$ cat src/rtl/stopwatch_counter.sv
// ---------------------------------------------------------------------------
// stopwatch_counter
//
// MM:SS stopwatch that counts up or down one second at a time, in BCD, from a
// free-running clock divided down by a prescaler.
//
// Ports
//   CLK       system clock; all state changes on the rising edge
//   RST       synchronous active-high reset
//   START     one-cycle pulse: begin (from IDLE) or resume (from PAUSE)
//   STOP      one-cycle pulse: pause while running
//   MODE      count direction, 0 = up, 1 = down
//   LOAD      one-cycle pulse: capture I into the count (digits saturated)
//   I[15:0]   BCD load value MM:SS
//   Q[15:0]   registered BCD count: [3:0] sec units, [7:4] sec tens,
//             [11:8] min units, [15:12] min tens
//   RUNNING   high in RUN
//   DONE      high in DONE
//   SEC_TICK  one-cycle pulse on each cycle Q has just advanced by a step
//
// Parameter
//   DIV       clock cycles per counted second (2 .. 2**26)
// ---------------------------------------------------------------------------
module stopwatch_counter #(
    parameter int unsigned DIV = 50000000
) (
    input  logic        CLK,
    input  logic        RST,
    input  logic        START,
    input  logic        STOP,
    input  logic        MODE,
    input  logic        LOAD,
    input  logic [15:0] I,
    output logic [15:0] Q,
    output logic        RUNNING,
    output logic        DONE,
    output logic        SEC_TICK
);

    localparam int unsigned PW = $clog2(DIV);
    localparam logic [PW-1:0] PRESC_MAX = PW'(DIV - 1);

    typedef enum logic [1:0] {
        ST_IDLE,
        ST_RUN,
        ST_PAUSE,
        ST_DONE
    } state_t;

    state_t          state_q, state_d;
    logic [15:0]     q_q, q_d;
    logic [PW-1:0]   presc_q, presc_d;
    logic            sec_tick_q, sec_tick_d;

    logic [15:0]     q_inc;
    logic [15:0]     q_dec;
    logic [15:0]     load_val;

    // Clamp each loaded digit to the largest value it may legally hold.
    function automatic logic [15:0] sat_bcd(input logic [15:0] v);
        logic [3:0] su, st, mu, mt;
        su = (v[3:0]   > 4'd9) ? 4'd9 : v[3:0];
        st = (v[7:4]   > 4'd5) ? 4'd5 : v[7:4];
        mu = (v[11:8]  > 4'd9) ? 4'd9 : v[11:8];
        mt = (v[15:12] > 4'd9) ? 4'd9 : v[15:12];
        return {mt, mu, st, su};
    endfunction

    // One-second BCD increment; only used when the count is below 99:59.
    function automatic logic [15:0] bcd_inc(input logic [15:0] v);
        logic [3:0] su, st, mu, mt;
        {mt, mu, st, su} = v;
        if (su != 4'd9) begin
            su = su + 4'd1;
        end else begin
            su = 4'd0;
            if (st != 4'd5) begin
                st = st + 4'd1;
            end else begin
                st = 4'd0;
                if (mu != 4'd9) begin
                    mu = mu + 4'd1;
                end else begin
                    mu = 4'd0;
                    mt = mt + 4'd1;
                end
            end
        end
        return {mt, mu, st, su};
    endfunction

    // One-second BCD decrement; only used when the count is above 00:00.
    function automatic logic [15:0] bcd_dec(input logic [15:0] v);
        logic [3:0] su, st, mu, mt;
        {mt, mu, st, su} = v;
        if (su != 4'd0) begin
            su = su - 4'd1;
        end else begin
            su = 4'd9;
            if (st != 4'd0) begin
                st = st - 4'd1;
            end else begin
                st = 4'd5;
                if (mu != 4'd0) begin
                    mu = mu - 4'd1;
                end else begin
                    mu = 4'd9;
                    mt = mt - 4'd1;
                end
            end
        end
        return {mt, mu, st, su};
    endfunction

    assign q_inc    = bcd_inc(q_q);
    assign q_dec    = bcd_dec(q_q);
    assign load_val = sat_bcd(I);

    // LOAD owns Q and the prescaler; STOP/START still decide the state on the
    // same edge. A step is only taken when no LOAD or STOP is present.
    always_comb begin
        state_d    = state_q;
        q_d        = q_q;
        presc_d    = presc_q;
        sec_tick_d = 1'b0;

        if (LOAD) begin
            q_d     = load_val;
            presc_d = '0;
            if (state_q == ST_DONE) begin
                state_d = ST_PAUSE;
            end
        end

        if (STOP && state_q == ST_RUN) begin
            state_d = ST_PAUSE;
        end else if (START && (state_q == ST_IDLE || state_q == ST_PAUSE)) begin
            state_d = ST_RUN;
            // A fresh start begins a whole second; a resume keeps the partial one.
            if (state_q == ST_IDLE) begin
                presc_d = '0;
            end
        end else if (!LOAD && state_q == ST_RUN) begin
            if (presc_q == PRESC_MAX) begin
                presc_d = '0;
                if (!MODE) begin
                    // 99:59 is a ceiling: hold the count and finish.
                    if (q_q == 16'h9959) begin
                        state_d = ST_DONE;
                    end else begin
                        q_d        = q_inc;
                        sec_tick_d = 1'b1;
                    end
                end else begin
                    // Never step below 00:00; reaching it finishes on that edge.
                    if (q_q == 16'h0000) begin
                        state_d = ST_DONE;
                    end else begin
                        q_d        = q_dec;
                        sec_tick_d = 1'b1;
                        if (q_dec == 16'h0000) begin
                            state_d = ST_DONE;
                        end
                    end
                end
            end else begin
                presc_d = presc_q + PW'(1);
            end
        end
    end

    always_ff @(posedge CLK) begin
        if (RST) begin
            state_q    <= ST_IDLE;
            q_q        <= 16'h0000;
            presc_q    <= '0;
            sec_tick_q <= 1'b0;
        end else begin
            state_q    <= state_d;
            q_q        <= q_d;
            presc_q    <= presc_d;
            sec_tick_q <= sec_tick_d;
        end
    end

    assign Q        = q_q;
    assign RUNNING  = (state_q == ST_RUN);
    assign DONE     = (state_q == ST_DONE);
    assign SEC_TICK = sec_tick_q;

endmodule

$ cat config.mk
export PLATFORM = sky130hd
export DESIGN_NAME = stopwatch_counter
export DESIGN_NICKNAME = d
export VERILOG_FILES = /design/src/rtl/stopwatch_counter.sv
export SDC_FILE = /design/constraint.sdc
export NUM_CORES = 1
export LEC_CHECK = 0
export ABC_AREA = 1
export ABC_CLOCK_PERIOD_IN_PS = 4600
export BUFFER_PORTS_ARGS = -buffer_cell sky130_fd_sc_hd__buf_2
export CAP_MARGIN = 20
export CORE_UTILIZATION = 64
export DETAILED_ROUTE_END_ITERATION = 8
export PLACE_DENSITY = 0.86
export SYNTH_ARGS = -nofsm -noshare
export SYNTH_HDL_FRONTEND = slang
export SYNTH_SLANG_ARGS = --single-unit
$ cat constraint.sdc
create_clock -name CLK -period 4.6 [get_ports CLK]
set_input_delay 0.46 -clock CLK [delete_from_list [all_inputs] [get_ports CLK]]
set_output_delay 0.46 -clock CLK [all_outputs]
set_load 0.03 [all_outputs]
## Yosys cells after proc, flatten, opt, wreduce, memory -nomap -nowiden

Cells that the tools add are included.
W data, S select, Z words.

- Flip-flop bits (word level): 45
- Input bits: 22
- Word-level logic and storage cells: 98

- $add $sub $neg: 9
- Order comparisons: 4
- Equal/unequal tests: 11
- Muxes and demuxes: 49
- Bitwise gates (word level): 2
- Reduce and logical (&&, ||, !) cells: 15

Operator list:

| cell | number |
|---|---|
| $mux W26 | 6 |
| $mux W16 | 8 |
| $mux W4 | 22 |
| $logic_not A16 Y1 | 2 |
| $add A26 B1 Y26 const B | 1 |
| $eq A26 B26 Y1 const B | 1 |
| $ne A7 B6 Y1 const B | 3 |
| $mux W2 | 10 |
| $add A4 B1 Y4 const B | 4 |
| $eq A16 B16 Y1 const B | 1 |
| $sub A4 B1 Y4 const B | 4 |
| $gt A4 B4 Y1 const B | 3 |
| $reduce_bool A4 Y1 | 3 |
| $ne A4 B4 Y1 const B | 2 |
| $reduce_or A5 Y1 | 1 |
| $eq A2 B2 Y1 const B | 2 |
| $gt A4 B3 Y1 const B | 1 |
| $ne A4 B3 Y1 const B | 1 |
| $logic_and A1 B1 Y1 | 3 |
| $mux W1 | 3 |
| $reduce_and A3 Y1 | 1 |
| $eq A2 B1 Y1 const B | 1 |
| $logic_not A2 Y1 | 1 |
| $not A1 Y1 | 2 |
| 4 further kinds | 4 |

## Logic depth before layout (Yosys ltp)

- Word-level depth: 12
- Gate-level depth with buffers: 13

## Least setup slack after synthesis

No wires, ideal clock.

- Path type: flip-flop to flip-flop
- Start point: register q_q[12], in the netlist Q[12]
- End point: register q_q[9], in the netlist Q[9]
- Setup time: 132 ps
- Arrival: 1875 ps
- Data required time: 4468 ps
- Setup slack: 2592 ps
- Stages on the path, launching flop included: 12
- Buffers on the path: 2
- Cell sequence: dfxtp_1 -> clkbuf_1 -> inv_1 -> ha_1 -> nor3b_2 -> nand3_1 -> nand2_2 -> buf_6 -> o211ai_1 -> nand2_1 -> nand2_1 -> a21oi_1

- Cells in the longest elaborated chain, start to end: 7
- Elaborated cells between the ends (all ways): 12
- Classes of those cells: eq/ne: 3; mux: 7; reduce/logical: 2

Ends and longest elaborated chain:

| item | RTL line | RTL |
|---|---|---|
| start: declaration | 51 | `logic [15:0] q_q, q_d;` |
| start signal: assignment | 180 | `q_q <= q_d;` |
| $eq A16 B16 Y1 or $logic_not A16 Y1 (tied branches) | 148, 156 |  |
| $mux W16, on equally long branches | 148, 156 |  |
| $mux W16 | 146 | `if (!MODE) begin` |
| $mux W16 | 144 | `if (presc_q == PRESC_MAX) begin` |
| $mux W16 | 143 | `end else if (!LOAD && state_q == ST_RUN) begin` |
| $mux W16 | 137 | `end else if (START && (state_q == ST_IDLE \|\| state_q == ST_PAUSE)) begin` |
| $mux W16 | 135 | `if (STOP && state_q == ST_RUN) begin` |

Several ways; a longest one is shown, not always the timed one.
A chain may end at the register's enable or synchronous reset.

## Worst setup path in the final report

- Start point: input port LOAD
- End point: register presc_q[13]

- Cells in the longest elaborated chain, start to end: 5
- Elaborated cells between the ends (all ways): 7
- Classes of those cells: mux: 5; reduce/logical: 2

Ends and longest elaborated chain:

| item | RTL line | RTL |
|---|---|---|
| start: declaration | 32 | `input logic LOAD,` |
| $logic_not A1 Y1 | 143 |  |
| $logic_and A1 B1 Y1 | 143 |  |
| $mux W26 | 143 |  |
| $mux W26 | 137 |  |
| $mux W26 (*) | 135 |  |
| end signal: assignment | 181 | `presc_q <= presc_d;` |
| end: declaration | 52 | `logic [PW-1:0] presc_q, presc_d;` |

Every way passes the cells marked *; elsewhere a longest branch is shown, timed or not.

==> flow_summary_export.csv <==
group,metric,value,unit
critical_path,end_kind,"register",
cts,clk_latency,0.31,ns
cts,htreeDepth,2,
logic_synthesis,synth_area_per_cell,6.119,um^2
logic_synthesis,syn_inst,612,
logic_synthesis,synth_warnings,0,
critical_path,reg2reg_from,"Q[12]$_SDFFE_PP0P_",
logic_synthesis,synth_seq_cells,45,
worst_hold_path,hold_depth,3,
logic_synthesis,synth.distinct_cells,47,
worst_hold_path,hp-start,"I[0]",
global_routing,antenna_found_initial,0,
timing,period_minus_slack,2.078,ns
timing,rsz0062_at_grt,"false",
logic_synthesis,synth.area.top_cells,"dfxtp_1 (24%), nand2_1 (15%), nor2_1 (7.5%)",
critical_path,reg2regPathDepth,10,
critical_path,cp-start-kind,"input pin",
drt,routed_wl,10090,um
timing,slew_headroom,48.58,%
critical_path,cp.required,4.85,ns
global_routing,grt_usage,34.63,%
cts,ctsResizeCount,0,
placed_design,dp_hpwl,7514,um
cts,post-cts-setup-buffers,0,
placed_design,gp_congestion,0.9594,
critical_path,ff2ff_setup_slack,2.59,ns
timing,finalSetupViolCount,0,
global_routing,grt_max_degree,29,
drt,vias,4196,
drt,ant_nets,0,
placed_design,io_buffers,40,
layout,nets,669,
cts,cts_inserted_buffers,5,
floorplanning,chipWidth,78.50,um
timing,slew_viol_final,0,
timing,setup_tns,0,ns
logic_synthesis,yosysSeqAreaShare,24.06,%
power,vdd_ir_drop_max,0.2131,mV
power,total_power,0.9274,mW
logic_synthesis,ys.flop_type,"dfxtp_1",
outcome,status,"finished clean",
drt,drc,0,
critical_path,cp.arrival,2.33,ns
power,leakagePower,1.702,nW
timing,fin_worst_skew,0.01268,ns
cts,clock_sinks,45,
timing,hold_violations,0,
logic_synthesis,synth_nets,639,
power,cellPowerDensity,230.8,mW/mm^2
drt,wl_per_cell,14.10,um
global_routing,gr-total-overflow,0,
logic_synthesis,synth_area_leader_cell,"dfxtp_1",
cts,cts_hold_buf,0,
layout,drive_above_1_share,16.33,%
layout,diodes,0,
drt,dr.pass1.iters,7,
logic_synthesis,synth_edf_count,0,
cts,clk_pin_slew,0.10,ns
floorplanning,ioPinCount,41,
global_routing,grt_pass1_vias,3662,
global_routing,grt_pass1_wl,16970,um
critical_path,worstReg2RegEnd,"Q[10]$_SDFFE_PP0P_",
drt,drt_iter0_markers,398,
placed_design,post-place-cells,707,
floorplanning,fp-row-count,27,
logic_synthesis,async_reset_ff_share,0,%
floorplanning,start_util,67.18,%
timing,finalCritPeriodShare,45.17,%
logic_synthesis,syn-cell-area,0.003745,mm^2
floorplanning,die-height,78.50,um
layout,finalCoreUtilization,72.08,%
layout,final_cells,715,
timing,worstMarginPinSlew,0.7705,ns
cts,cts.path.max_buffers,2,
layout,syn_to_final_growth,7.284,%
drt,via_per_inst,5.869,
cts,cts_root_buf,"clkbuf_8",
timing,max_freq,481.3,MHz
critical_path,path_class,"in2reg",
worst_hold_path,hold_path_class,"in2reg",
cts,cts_tree,"built",
job,drv_cap,0,
floorplanning,coreArea,0.005574,mm^2
floorplanning,dieArea,0.006161,mm^2
critical_path,path_max_fanout,28,
worst_hold_path,hold_path_end,"Q[0]$_SDFF_PP0_",
logic_synthesis,yosysTopAreaCellShare,24.06,%
timing,fin_hold_ws,0.4783,ns
[cells in the mapped netlist, drive strengths merged (2+ instances only)]
cell    count
a21oi      48
a22oi       2
xor2       15
dfxtp      45
buf         8
o21ai      52
inv        71
nand4      14
o21bai      2
a31oi       6
or2         5
o22ai       5
ha          5
nor4        2
nand2     163
nor2       93
clkbuf      9
nand3      37
clkinv      3
nor3       12
o211ai      5
[worst max-delay path: stages]
cell and delay [ns]:
buf_2 0.28, inv_2 0.32, nand2_2 0.14, inv_1 0.17, nand2_2 0.16, nor2_2 0.38, nand2_1 0.09, o21bai_1 0.13
nand2_1 0.07, nor2_1 0.10
[cells by family (layout without fill, tap and decap cells)]
| group | Yosys count | in the layout | share of synthesized area (%) |
|---|---|---|---|
| AO/OA/AOI/OAI | 127 | 127 | 18.94 |
| XOR/XNOR | 16 | 16 | 3.742 |
| buffers and inverters | 91 | 122 | 10.66 |
| adder cells (fa/ha/maj) | 5 | 5 | 1.671 |
| flip-flops | 45 | 45 | 24.06 |
| AND/OR/NAND/NOR | 328 | 328 | 40.93 |
[final cells by class]
cell class / count / area, um^2
multi-input cells: 476 / 2445
fillers: 502 / 1556
flip-flops and latches: 45 / 900.9
inverters: 74 / 287.8
repair buffers: 40 / 200.2
well taps: 72 / 90.09
clock buffers: 5 / 68.82
clock inverters: 3 / 25.02
[per-layer routing]
metal  GRT usage [%]  part of all wire, %  vias up
li1                -                    -     2072
met1           50.71                   45     1871
met2           52.11                   43      234
met3           5.116                   10       19
met4           9.815                  1.5        0
met5               0                    0        -
[where the power goes]
group          switching, mW  total (mW)  internal (mW)
combinational          0.168       0.241         0.0730
sequential            0.0190       0.420          0.401
clock                  0.157       0.267          0.110
[metrics by stage]
step | instance area [um^2] | setup WS (ns)
floorplan | 3745 | 2.592
global placement | 3924 | 2.394
detailed placement | 3924 | 2.290
CTS | 4018 | 2.581
global route | 4018 | 2.278
finish | 4018 | 2.522
[registers in the layout, indices dropped and copies added, names as in the netlist]
| name | flops |
|---|---|
| presc_q | 26 |
| Q | 16 |
| state_q | 2 |
| SEC_TICK | 1 |
[how the worst max path moves through the flow]
stage	from	endpoint	slack [ns]
after floorplan	Q[12]$_SDFFE_PP0P_	Q[9]$_SDFFE_PP0P_	2.59
after global placement	LOAD	presc_q[13]$_SDFF_PP0_	2.39
after detailed placement	LOAD	presc_q[13]$_SDFF_PP0_	2.29
after CTS	presc_q[1]$_SDFF_PP0_	Q[10]$_SDFFE_PP0P_	2.58
after global routing	LOAD	presc_q[13]$_SDFF_PP0_	2.28
final	LOAD	presc_q[13]$_SDFF_PP0_	2.52
[cells in the final DEF (no fill, tap or decap), types with 3 or more instances in the layout]
master,netlist,final
nand3_2,3,3
or2_2,5,5
a31oi_1,4,4
o22ai_1,5,5
nand2_2,10,10
o21ai_0,44,44
nor2_2,11,11
nand4_1,13,13
nor2_1,75,75
a21oi_1,48,48
o21ai_1,8,8
ha_1,5,5
nand2_1,151,151
o211ai_1,5,5
nor3_1,11,11
dfxtp_1,45,45
nor2_4,6,6
xor2_1,15,15
inv_1,60,60
clkinv_4,2,3
buf_2,2,40
clkbuf_8,0,5
inv_2,11,11
nand3_1,33,33
Note: power is estimated with default switching activity, not from simulation.
